--- config.mk ---
export PLATFORM = sky130hd
export DESIGN_NAME = seg_scan_driver
export DESIGN_NICKNAME = d
export VERILOG_FILES = /design/src/rtl/seg_scan_driver.sv
export SDC_FILE = /design/constraint.sdc
export NUM_CORES = 1
export LEC_CHECK = 0
export BUFFER_PORTS_ARGS = -buffer_cell sky130_fd_sc_hd__buf_2
export CAP_MARGIN = 20
export CELL_PAD_IN_SITES_DETAIL_PLACEMENT = 1
export CELL_PAD_IN_SITES_GLOBAL_PLACEMENT = 1
export CORE_MARGIN = 2
export CORE_UTILIZATION = 42
export DETAILED_ROUTE_END_ITERATION = 10
export HOLD_SLACK_MARGIN = 0.06
export PLACE_DENSITY_LB_ADDON = 0.1
export RECOVER_POWER = 25
export SLEW_MARGIN = 20
export SYNTH_ARGS = -nofsm -noshare
export SYNTH_HDL_FRONTEND = slang
export SYNTH_SLANG_ARGS = --single-unit
--- constraint.sdc ---
create_clock -name clock50M -period 2.35 [get_ports clock50M]
set_clock_uncertainty 0.15 [all_clocks]
set_input_delay 0.47 -clock clock50M [delete_from_list [all_inputs] [get_ports clock50M]]
set_output_delay 0.47 -clock clock50M [all_outputs]
set_load 0.05 [all_outputs]
--- src/rtl/seg_scan_driver.sv ---
// Two-digit, common-anode seven-segment scan driver.
// Samples both digit patterns and the brightness once per frame, inserts dead time
// at every digit changeover, and applies 8-level PWM dimming.
module seg_scan_driver #(
  parameter int          SLOT_CYCLES  = 25000,
  parameter int          BLANK_CYCLES = 500,
  parameter logic [7:0]  SEG_OFF      = 8'hFF
) (
  input  logic       clock50M,
  input  logic       reset,
  input  logic [7:0] d1_in,
  input  logic [7:0] d0_in,
  input  logic [2:0] bright,
  input  logic       en,
  output logic [7:0] seg,
  output logic [1:0] an,
  output logic       frame_tick
);

  localparam int          CW        = $clog2(SLOT_CYCLES);
  localparam logic [CW-1:0] SLOT_LAST = CW'(SLOT_CYCLES - 1);
  localparam logic [CW-1:0] BLANK_END = CW'(BLANK_CYCLES);

  logic [CW-1:0] slotCnt_q, slotCnt_d;
  logic          sel_q, sel_d;
  logic [2:0]    pwm_q, pwm_d;
  logic [7:0]    s0_q, s0_d;
  logic [7:0]    s1_q, s1_d;
  logic [2:0]    sBright_q, sBright_d;
  logic [7:0]    seg_q, seg_d;
  logic [1:0]    an_q, an_d;
  logic          frameTick_q, frameTick_d;
  logic          slotWrap;
  logic          sampleNow;
  logic          digitOn;

  // The sample cycle sits at slot_cnt 0, inside the blank window, so a lit digit
  // never sees its shadow pattern change.
  always_comb begin
    slotWrap    = (slotCnt_q == SLOT_LAST);
    sampleNow   = (slotCnt_q == '0) && !sel_q;
    slotCnt_d   = slotWrap ? '0 : slotCnt_q + CW'(1);
    sel_d       = slotWrap ? ~sel_q : sel_q;
    pwm_d       = pwm_q + 3'd1;
    s0_d        = sampleNow ? d0_in  : s0_q;
    s1_d        = sampleNow ? d1_in  : s1_q;
    sBright_d   = sampleNow ? bright : sBright_q;
    frameTick_d = sampleNow;

    digitOn = en && (slotCnt_q >= BLANK_END) && (pwm_q <= sBright_q);
    an_d    = 2'b11;
    seg_d   = SEG_OFF;
    if (digitOn) begin
      if (sel_q) begin
        an_d  = 2'b01;
        seg_d = s1_q;
      end else begin
        an_d  = 2'b10;
        seg_d = s0_q;
      end
    end
  end

  always_ff @(posedge clock50M) begin
    if (!reset) begin
      slotCnt_q   <= '0;
      sel_q       <= 1'b0;
      pwm_q       <= 3'd0;
      s0_q        <= SEG_OFF;
      s1_q        <= SEG_OFF;
      sBright_q   <= 3'd7;
      seg_q       <= SEG_OFF;
      an_q        <= 2'b11;
      frameTick_q <= 1'b0;
    end else begin
      slotCnt_q   <= slotCnt_d;
      sel_q       <= sel_d;
      pwm_q       <= pwm_d;
      s0_q        <= s0_d;
      s1_q        <= s1_d;
      sBright_q   <= sBright_d;
      seg_q       <= seg_d;
      an_q        <= an_d;
      frameTick_q <= frameTick_d;
    end
  end

  assign seg        = seg_q;
  assign an         = an_q;
  assign frame_tick = frameTick_q;

endmodule

### After elaboration in Yosys (flattened, before gate mapping)

Cells that the tools add are included.

* register bits: 49
* bits in latches: 0
* memory bits (writable): 0
* memory bits (read-only): 0
* input port bits: 22
* memories: 0

* $add $sub $neg: 2
* multiply operators: 0
* div/mod/pow operators: 0
* $lt $le $gt $ge: 2
* eq/ne operators: 1
* shift operators: 0
* mux-type cells: 2
* bitwise logic cells: 2
* reduce and logical (&&, ||, !) cells: 7

Operators by type and width (count)
* 15-bit by 1-bit adder with 15-bit output, second input constant: 1
* 15-bit == test, second input constant: 1
* 15-bit by 9-bit greater-or-equal comparator with 1-bit output, second input constant: 1
* 15-bit zero test: 1
* 8-bit 2-to-1 mux: 1
* 3-bit by 1-bit adder with 3-bit output, second input constant: 1
* 3-bit <= comparator: 1
* 1-bit logical AND: 3
* 2-bit 2-to-1 mux: 1
* 1-bit NOT: 2
* 2-bit AND reduction: 1
* 2-bit OR reduction: 1
* 1-bit zero test: 1

### Logic depth before layout (Yosys ltp)

Gate-level depths: netlist (run 1).

* word-level depth: 4
* mapped depth: 7
* gate-level depth less buffers: 6

### Worst setup path after synthesis (run 1)

Ideal clock, no wire load.

* path type: reg-to-reg
* start point: register slotCnt_q[0]
* end point: register slotCnt_q[10]
* setup time: 0.115 ns
* data arrival time: 1.373 ns
* data required time: 2.085 ns
* path slack: 0.712 ns
* cell stages (with the launch flop): 6
* path buffers: 0
* period minus slack after synthesis: 1.638 ns
* path through: dfxtp_1 ha_1 and4_1 or3b_1 xor2_1 nor2_2

* longest elaborated chain between the ends: 2
* elaborated cells on any way between the ends: 3
* classes of those cells: add/sub: 1; eq/ne: 1; reduce/logical: 1

RTL lines
* from (decl): RTL line 24 `logic [CW-1:0] slotCnt_q, slotCnt_d;`
* from (signal assigned): RTL line 76 `slotCnt_q <= slotCnt_d;`
* branches (longest 2 deep; another with 15-bit by 1-bit adder with 15-bit output)

Parallel ways; which one is timed is not known.
A chain may end at the register's enable or synchronous reset.

### Final worst setup path (run 1)

* start point: register slotCnt_q[0]
* end point: register s1_q[6]

* longest elaborated chain between the ends: 2

RTL lines
* 15-bit zero test: RTL line 41 `sampleNow = (slotCnt_q == '0) && !sel_q;`
* 1-bit logical AND: RTL line 41
* to (signal assigned): RTL line 70 `s1_q <= SEG_OFF;`
* to (signal assigned): RTL line 80 `s1_q <= s1_d;`
* to (decl): RTL line 28 `logic [7:0] s1_q, s1_d;`

Every way passes these cells.

==> flow_metrics.tcl, run 1 <==
set metrics [dict create \
    slew_headroom_pct 31.2 \
    drtIter0Drc 28 \
    crit_type "flop to flop" \
    leakage_nw 0.955 \
    worst_pin_slew_ns 1.03 \
    cts_buffer_depth 2 \
    hold_viol 0 \
    reg2reg_slack_ns 0.45 \
    final_common_cell "dfxtp_1" \
    period_minus_slack_ns 1.90 \
    drtPass1Iterations 4 \
    critPathCapture "s1_q[6]$_SDFFE_PN1P_" \
    postCtsSetupBuffers 0 \
    clk_latency_ns 0.29 \
    io_pins 33 \
    powerDensity_nw_per_um2 730 \
    hold_buffers 0 \
    whs_ns 0.231 \
    post_cts_resized 0 \
    start_kind "flop" \
    synth-seq-cells 49 \
    holdCritPathClass "input pin to flop" \
    wl_per_cell_um 14.5 \
    setup-violations-final 0 \
    dieArea_um2 5400 \
    reg2regPathDepth 7 \
    h-tree-depth 2 \
    cts.sinks 49 \
    setup_tns_ns 0 \
    fmax_ghz 0.525 \
    r2r-start "slotCnt_q[0]$_SDFF_PP0_" \
    drc 0 \
    r2r-end "s1_q[6]$_SDFFE_PN1P_" \
    viasPerCell 5.02 \
    grt_max_degree 23 \
    peakVddDrop_v 0.000353 \
    die_height_um 73.5 \
    core_um2 4690 \
    initial_utilization_pct 43.2 \
    ys_types 31 \
    cts-root-buf "clkbuf_8" \
    clk_pin_slew_ns 0.08 \
    maxCapViolCount 0 \
    cts_tree "built" \
    area_growth_pct 13.9 \
    layout_common_cells "49 x dfxtp_1, 32 x nand2_1, 27 x mux2i_1, 20 x buf_2, 18 x nor2_1" \
    worstPathRequired_ns 2.34 \
    synth_area_per_cell_um2 10.1 \
    arrival_ns 1.89 \
    antenna_cells 0 \
    fp.dieW_um 73.5 \
    syn-num-nets 229 \
    ys_warn_count 0 \
    antenna_found_initial 0 \
    io_buffers 32 \
    slew_viol_final 0 \
    layout.cells.non_filler 289 \
    rsz0062_at_grt "no" \
    hpwl_um 3020 \
    drt-total-wl_um 4190 \
    gp_congestion 0.732 \
    overflow 0 \
    synth_area_um2 2030 \
    place_inst 281 \
    via_count 1450 \
    first_global_vias 1460 \
    track_usage_pct 16.4 \
    synth_seq_area_share_pct 48.4 \
    row_count 25 \
    synth_cells 201 \
    cts_inserted_buffers 5 \
    grt_pass1_wl_um 6710 \
    critPathLaunch "slotCnt_q[0]$_SDFF_PP0_" \
    fin_nets 262 \
    postRouteAntennaNets 0 \
    status "finished, final reports clean" \
    worst_setup_path_end_kind "flop" \
    crit_path_max_fanout 20 \
    min_from "d0_in[2]" \
    period_share_pct 81.0 \
    drive_above_1_share_pct 15.7 \
]
## how the worst min path moves through the flow
stage	cells past startpoint	slack, ns	to
after floorplan	1	0.25	pwm_q[0]$_SDFF_PN0_
after global placement	1	0.27	pwm_q[0]$_SDFF_PN0_
after detailed placement	1	0.30	pwm_q[0]$_SDFF_PN0_
after CTS	3	0.22	s1_q[0]$_SDFFE_PN1P_
after global routing	3	0.22	s1_q[0]$_SDFFE_PN1P_
final	3	0.23	s0_q[2]$_SDFFE_PN1P_
## kinds of logic after synthesis
kind of cell | share of synthesized area (%)
AND/OR/NAND/NOR | 21.3
flip-flops | 48.4
multiplexers | 13.3
buffers and inverters | 5.06
XOR/XNOR | 6.48
adder cells (fa/ha/maj) | 3.70
AO/OA/AOI/OAI | 1.79
## critical path, cell delays in order, from the launching register on
cell and delay (ns):
dfxtp_1 0.40, inv_1 0.07, ha_1 0.21, nor4b_2 0.17, nand4_1 0.11, buf_4 0.34, mux2i_1 0.23, nand2_1 0.07
## flip-flops by register name, summed over array words and instances (netlist names)
name	cells
sel_q	1
slotCnt_q	15
seg	8
an	2
sBright_q	3
frame_tick	1
s1_q	8
s0_q	8
pwm_q	3
## stage by stage
step           setup slack, ns  util (%)  instance area, µm²  power [mW]
2_1_floorplan            0.712         -                2030        1.05
3_3_place_gp             0.574      47.2                2210        1.09
3_5_place_dp             0.478      47.2                2210        1.10
4_1_cts                  0.458      49.7                2330        1.71
5_1_grt                  0.261      49.3                2310        1.77
6_report                 0.446      49.3                2310        1.69
## report_power, final
part	leakage (nW)	switching, mW	internal, mW
clock	0.0585	0.263	0.347
combinational	0.496	0.0948	0.0838
sequential	0.401	0.0266	0.873
## area by class of cell
type | count | area, µm²
Multi-Input combinational cell | 133 | 945
Clock inverter | 1 | 30.0
Sequential cell | 49 | 981
Timing Repair Buffer | 35 | 164
Fill cell | 555 | 2380
Clock buffer | 7 | 86.3
Tap cell | 54 | 67.6
Inverter | 10 | 37.5
## cells in the mapped netlist
cell type / instances / area (µm²)
nand2b_4: 1 / 13.8
buf_4: 2 / 15.0
a211oi_1: 1 / 7.51
buf_6: 3 / 33.8
nand2b_1: 1 / 6.26
nor2_2: 3 / 18.8
and4_1: 3 / 26.3
nor2_1: 18 / 67.6
and3_1: 1 / 6.26
ha_1: 6 / 75.1
nand4_1: 3 / 18.8
xor2_1: 5 / 43.8
xnor2_1: 10 / 87.6
or3b_1: 1 / 8.76
buf_2: 1 / 5.00
nor3b_1: 1 / 7.51
nor4_4: 1 / 21.3
o211ai_1: 1 / 7.51
nor4_1: 3 / 18.8
nor3_1: 3 / 15.0
clkbuf_1: 3 / 11.3
nand4_4: 1 / 21.3
nand3_1: 5 / 25.0
inv_1: 10 / 37.5
o21ai_0: 2 / 10.0
dfxtp_1: 49 / 981
mux2i_1: 27 / 270
nand2_1: 32 / 120
o2111a_1: 1 / 11.3
and2_1: 1 / 6.26
nor4b_2: 2 / 30.0
## per-layer routing
metal | vias up | track usage, % | part of all wire [%]
met5 | - | 0 | 0
met3 | 6 | 3.43 | 3.2
met2 | 26 | 26.9 | 48
met4 | 0 | 6.06 | 1.5
li1 | 732 | - | -
met1 | 686 | 21.2 | 48
Note: power is estimated with default switching activity, not from simulation.
==> inputs of run 2 (changes only) <==
--- a/config.mk
+++ b/config.mk
@@ -5,12 +5,13 @@
 export SDC_FILE = /design/constraint.sdc
 export NUM_CORES = 1
 export LEC_CHECK = 0
+export ABC_AREA = 1
 export BUFFER_PORTS_ARGS = -buffer_cell sky130_fd_sc_hd__buf_2
 export CAP_MARGIN = 20
 export CELL_PAD_IN_SITES_DETAIL_PLACEMENT = 1
 export CELL_PAD_IN_SITES_GLOBAL_PLACEMENT = 1
 export CORE_MARGIN = 2
-export CORE_UTILIZATION = 42
+export CORE_UTILIZATION = 40
 export DETAILED_ROUTE_END_ITERATION = 10
 export HOLD_SLACK_MARGIN = 0.06
 export PLACE_DENSITY_LB_ADDON = 0.1
==> constraint.sdc (replaced) <==
create_clock -name clock50M -period 2 [get_ports clock50M]
set_clock_uncertainty 0.15 [all_clocks]
set_input_delay 0.4 -clock clock50M [delete_from_list [all_inputs] [get_ports clock50M]]
set_output_delay 0.4 -clock clock50M [all_outputs]
set_load 0.05 [all_outputs]
==> run 2 against run 1 <==
Final cell count rose by 37%. Area after synthesis is 6.5% higher. Sequential cell count unchanged. Global-route usage is 3.5 points higher. Critical endpoint is now seg[0].
==> flow_metrics.tcl, run 2 <==
set metrics [dict create \
    synth_common_cells "61 x nand2_1, 54 x nand3_1, 49 x dfxtp_1" \
    worstPathRequired_ns 1.45 \
    final_common_cell "nand2_1" \
    track_usage_pct 19.9 \
    r2r-end "slotCnt_q[12]$_SDFF_PP0_" \
    hold_viol 0 \
    syn-num-nets 314 \
    post-synth-top-count-cell "nand2_1" \
    drive_above_1_share_pct 12.6 \
    io_buffers 32 \
    r2r-start "slotCnt_q[0]$_SDFF_PP0_" \
    wl_per_cell_um 13.8 \
    cpPeakStageDelay_ns 0.47 \
    regMostFlops "slotCnt_q" \
    crit_family "buffers and inverters" \
    drt-total-wl_um 5460 \
    via_count 1960 \
    arrival_ns 1.12 \
    die_height_um 77.5 \
    crit_path_max_fanout 1 \
    reg2reg_slack_ns 0.36 \
    holdPathEnd "s0_q[0]$_SDFFE_PN1P_" \
    slowest_stage "clkbuf_1" \
    postCtsSetupBuffers 0 \
    antenna_found_initial 0 \
    dieArea_um2 6010 \
    drc 0 \
    synth-edff-count 0 \
    slew_headroom_pct 24.5 \
    core_um2 5170 \
    fin_nets 352 \
    first_global_vias 1946 \
    start_kind "flop" \
    synth_cells 286 \
    yosysTopAreaCellShare_pct 45.4 \
    fmax_ghz 0.597 \
    viasPerCell 4.96 \
    powerDensity_nw_per_um2 779 \
    maxCapViolCount 0 \
    synth_area_um2 2160 \
    clk_latency_ns 0.31 \
    synth.area.top_cells "dfxtp_1 45%, nand3_1 13%, nand2_1 11%" \
    crit_type "flop to output port" \
    hold_buffers 0 \
    gp_congestion 0.777 \
    setup_tns_ns 0 \
    layout_common_cells "61 x nand2_1, 54 x nand3_1, 49 x dfxtp_1, 35 x nor2_1, 26 x inv_1" \
    total_power_mw 1.94 \
    ys_warn_count 0 \
    postRouteAntennaNets 0 \
    hold_depth 3 \
    layout.cells.non_filler 395 \
    area_growth_pct 15.2 \
    worst_setup_path_end_kind "output port" \
    period_share_pct 83.7 \
    h-tree-depth 2 \
    synth_top_area_cell "dfxtp_1" \
    drtIter0Drc 65 \
    antenna_cells 0 \
    worst-path-buf-inv 1 \
    clk_pin_slew_ns 0.10 \
    row_count 26 \
    grt_pass1_wl_um 9380 \
    status "finished, final reports clean" \
    cts_buffer_depth 2 \
    hpwl_um 4110 \
    ys_types 19 \
    grt_max_degree 23 \
    cts.sinks 49 \
    leakage_nw 1.03 \
    initial_utilization_pct 41.8 \
    synth_area_per_cell_um2 7.56 \
    cts_inserted_buffers 5 \
    io_pins 33 \
    overflow 0 \
    largest_reg_flops 15 \
    post_cts_resized 0 \
    setup-violations-final 0 \
    min_from "d0_in[0]" \
    rsz0062_at_grt "no" \
    drtPass1Iterations 4 \
    place_inst 387 \
    synth_ff_type "dfxtp_1" \
    slew_viol_final 0 \
    fp.dieW_um 77.5 \
    period_minus_slack_ns 1.67 \
    worst_pin_slew_ns 1.13 \
    holdCritPathClass "input pin to flop" \
    path_cells "clkbuf_1" \
    synth_seq_area_share_pct 45.4 \
    synth-seq-cells 49 \
    reg2regPathDepth 7 \
    synth-async-reset-ratio_pct 0 \
    peakVddDrop_v 0.000467 \
    cts-root-buf "clkbuf_8" \
    cts_tree "built" \
    path_depth 1 \
]
==> run 2: final cells by class <==
cell class	count	area (µm²)
Sequential cell	49	981
Clock inverter	2	13.8
Inverter	27	101
Tap cell	70	87.6
Fill cell	673	2680
Clock buffer	6	82.6
Timing Repair Buffer	41	209
Multi-Input combinational cell	200	1010
==> run 2: stage by stage <==
step	utilization (%)	worst slack (ns)	hold slack (ns)	instance area, µm²
after floorplan	-	0.607	0.267	2160
after global placement	46.6	0.455	0.287	2410
after detailed placement	46.6	0.379	0.295	2410
after CTS	48.5	0.349	0.171	2510
after global routing	48.1	0.134	0.175	2490
final	48.1	0.325	0.176	2490
==> run 2: kinds of logic after synthesis <==
family | count (synthesis) | synth area share (%)
AO/OA/AOI/OAI | 12 | 2.78
XOR/XNOR | 5 | 2.03
adder cells (fa/ha/maj) | 6 | 3.47
buffers and inverters | 37 | 7.70
flip-flops | 49 | 45.4
multiplexers | 8 | 3.71
AND/OR/NAND/NOR | 169 | 34.9
==> run 2: worst max path at each step <==
stage,startpoint,end,slack [ns]
3_3_place_gp,sBright_q[2]$_SDFFE_PN1P_,seg[6]$_SDFF_PN1_,0.46
2_1_floorplan,slotCnt_q[0]$_SDFF_PP0_,slotCnt_q[6]$_SDFF_PP0_,0.61
6_report,seg[0]$_SDFF_PN1_,seg[0],0.33
5_1_grt,slotCnt_q[0]$_SDFF_PP0_,slotCnt_q[12]$_SDFF_PP0_,0.13
4_1_cts,slotCnt_q[0]$_SDFF_PP0_,slotCnt_q[12]$_SDFF_PP0_,0.35
3_5_place_dp,sBright_q[2]$_SDFFE_PN1P_,seg[0]$_SDFF_PN1_,0.38
==> run 2: power by group <==
part	total (mW)	switching [mW]	internal, mW
logic	0.243	0.144	0.0987
registers	1.07	0.0357	1.04
clock network	0.624	0.343	0.281
total	1.94	0.523	1.42
==> run 2: metal layers <==
metal	global-route usage, %	vias to the layer above	part of all wire, %
li1	-	1010	-
met1	27.4	917	50
met2	31.7	28	45
met3	3.49	5	3.0
met4	5.89	0	1.0
met5	0	-	0
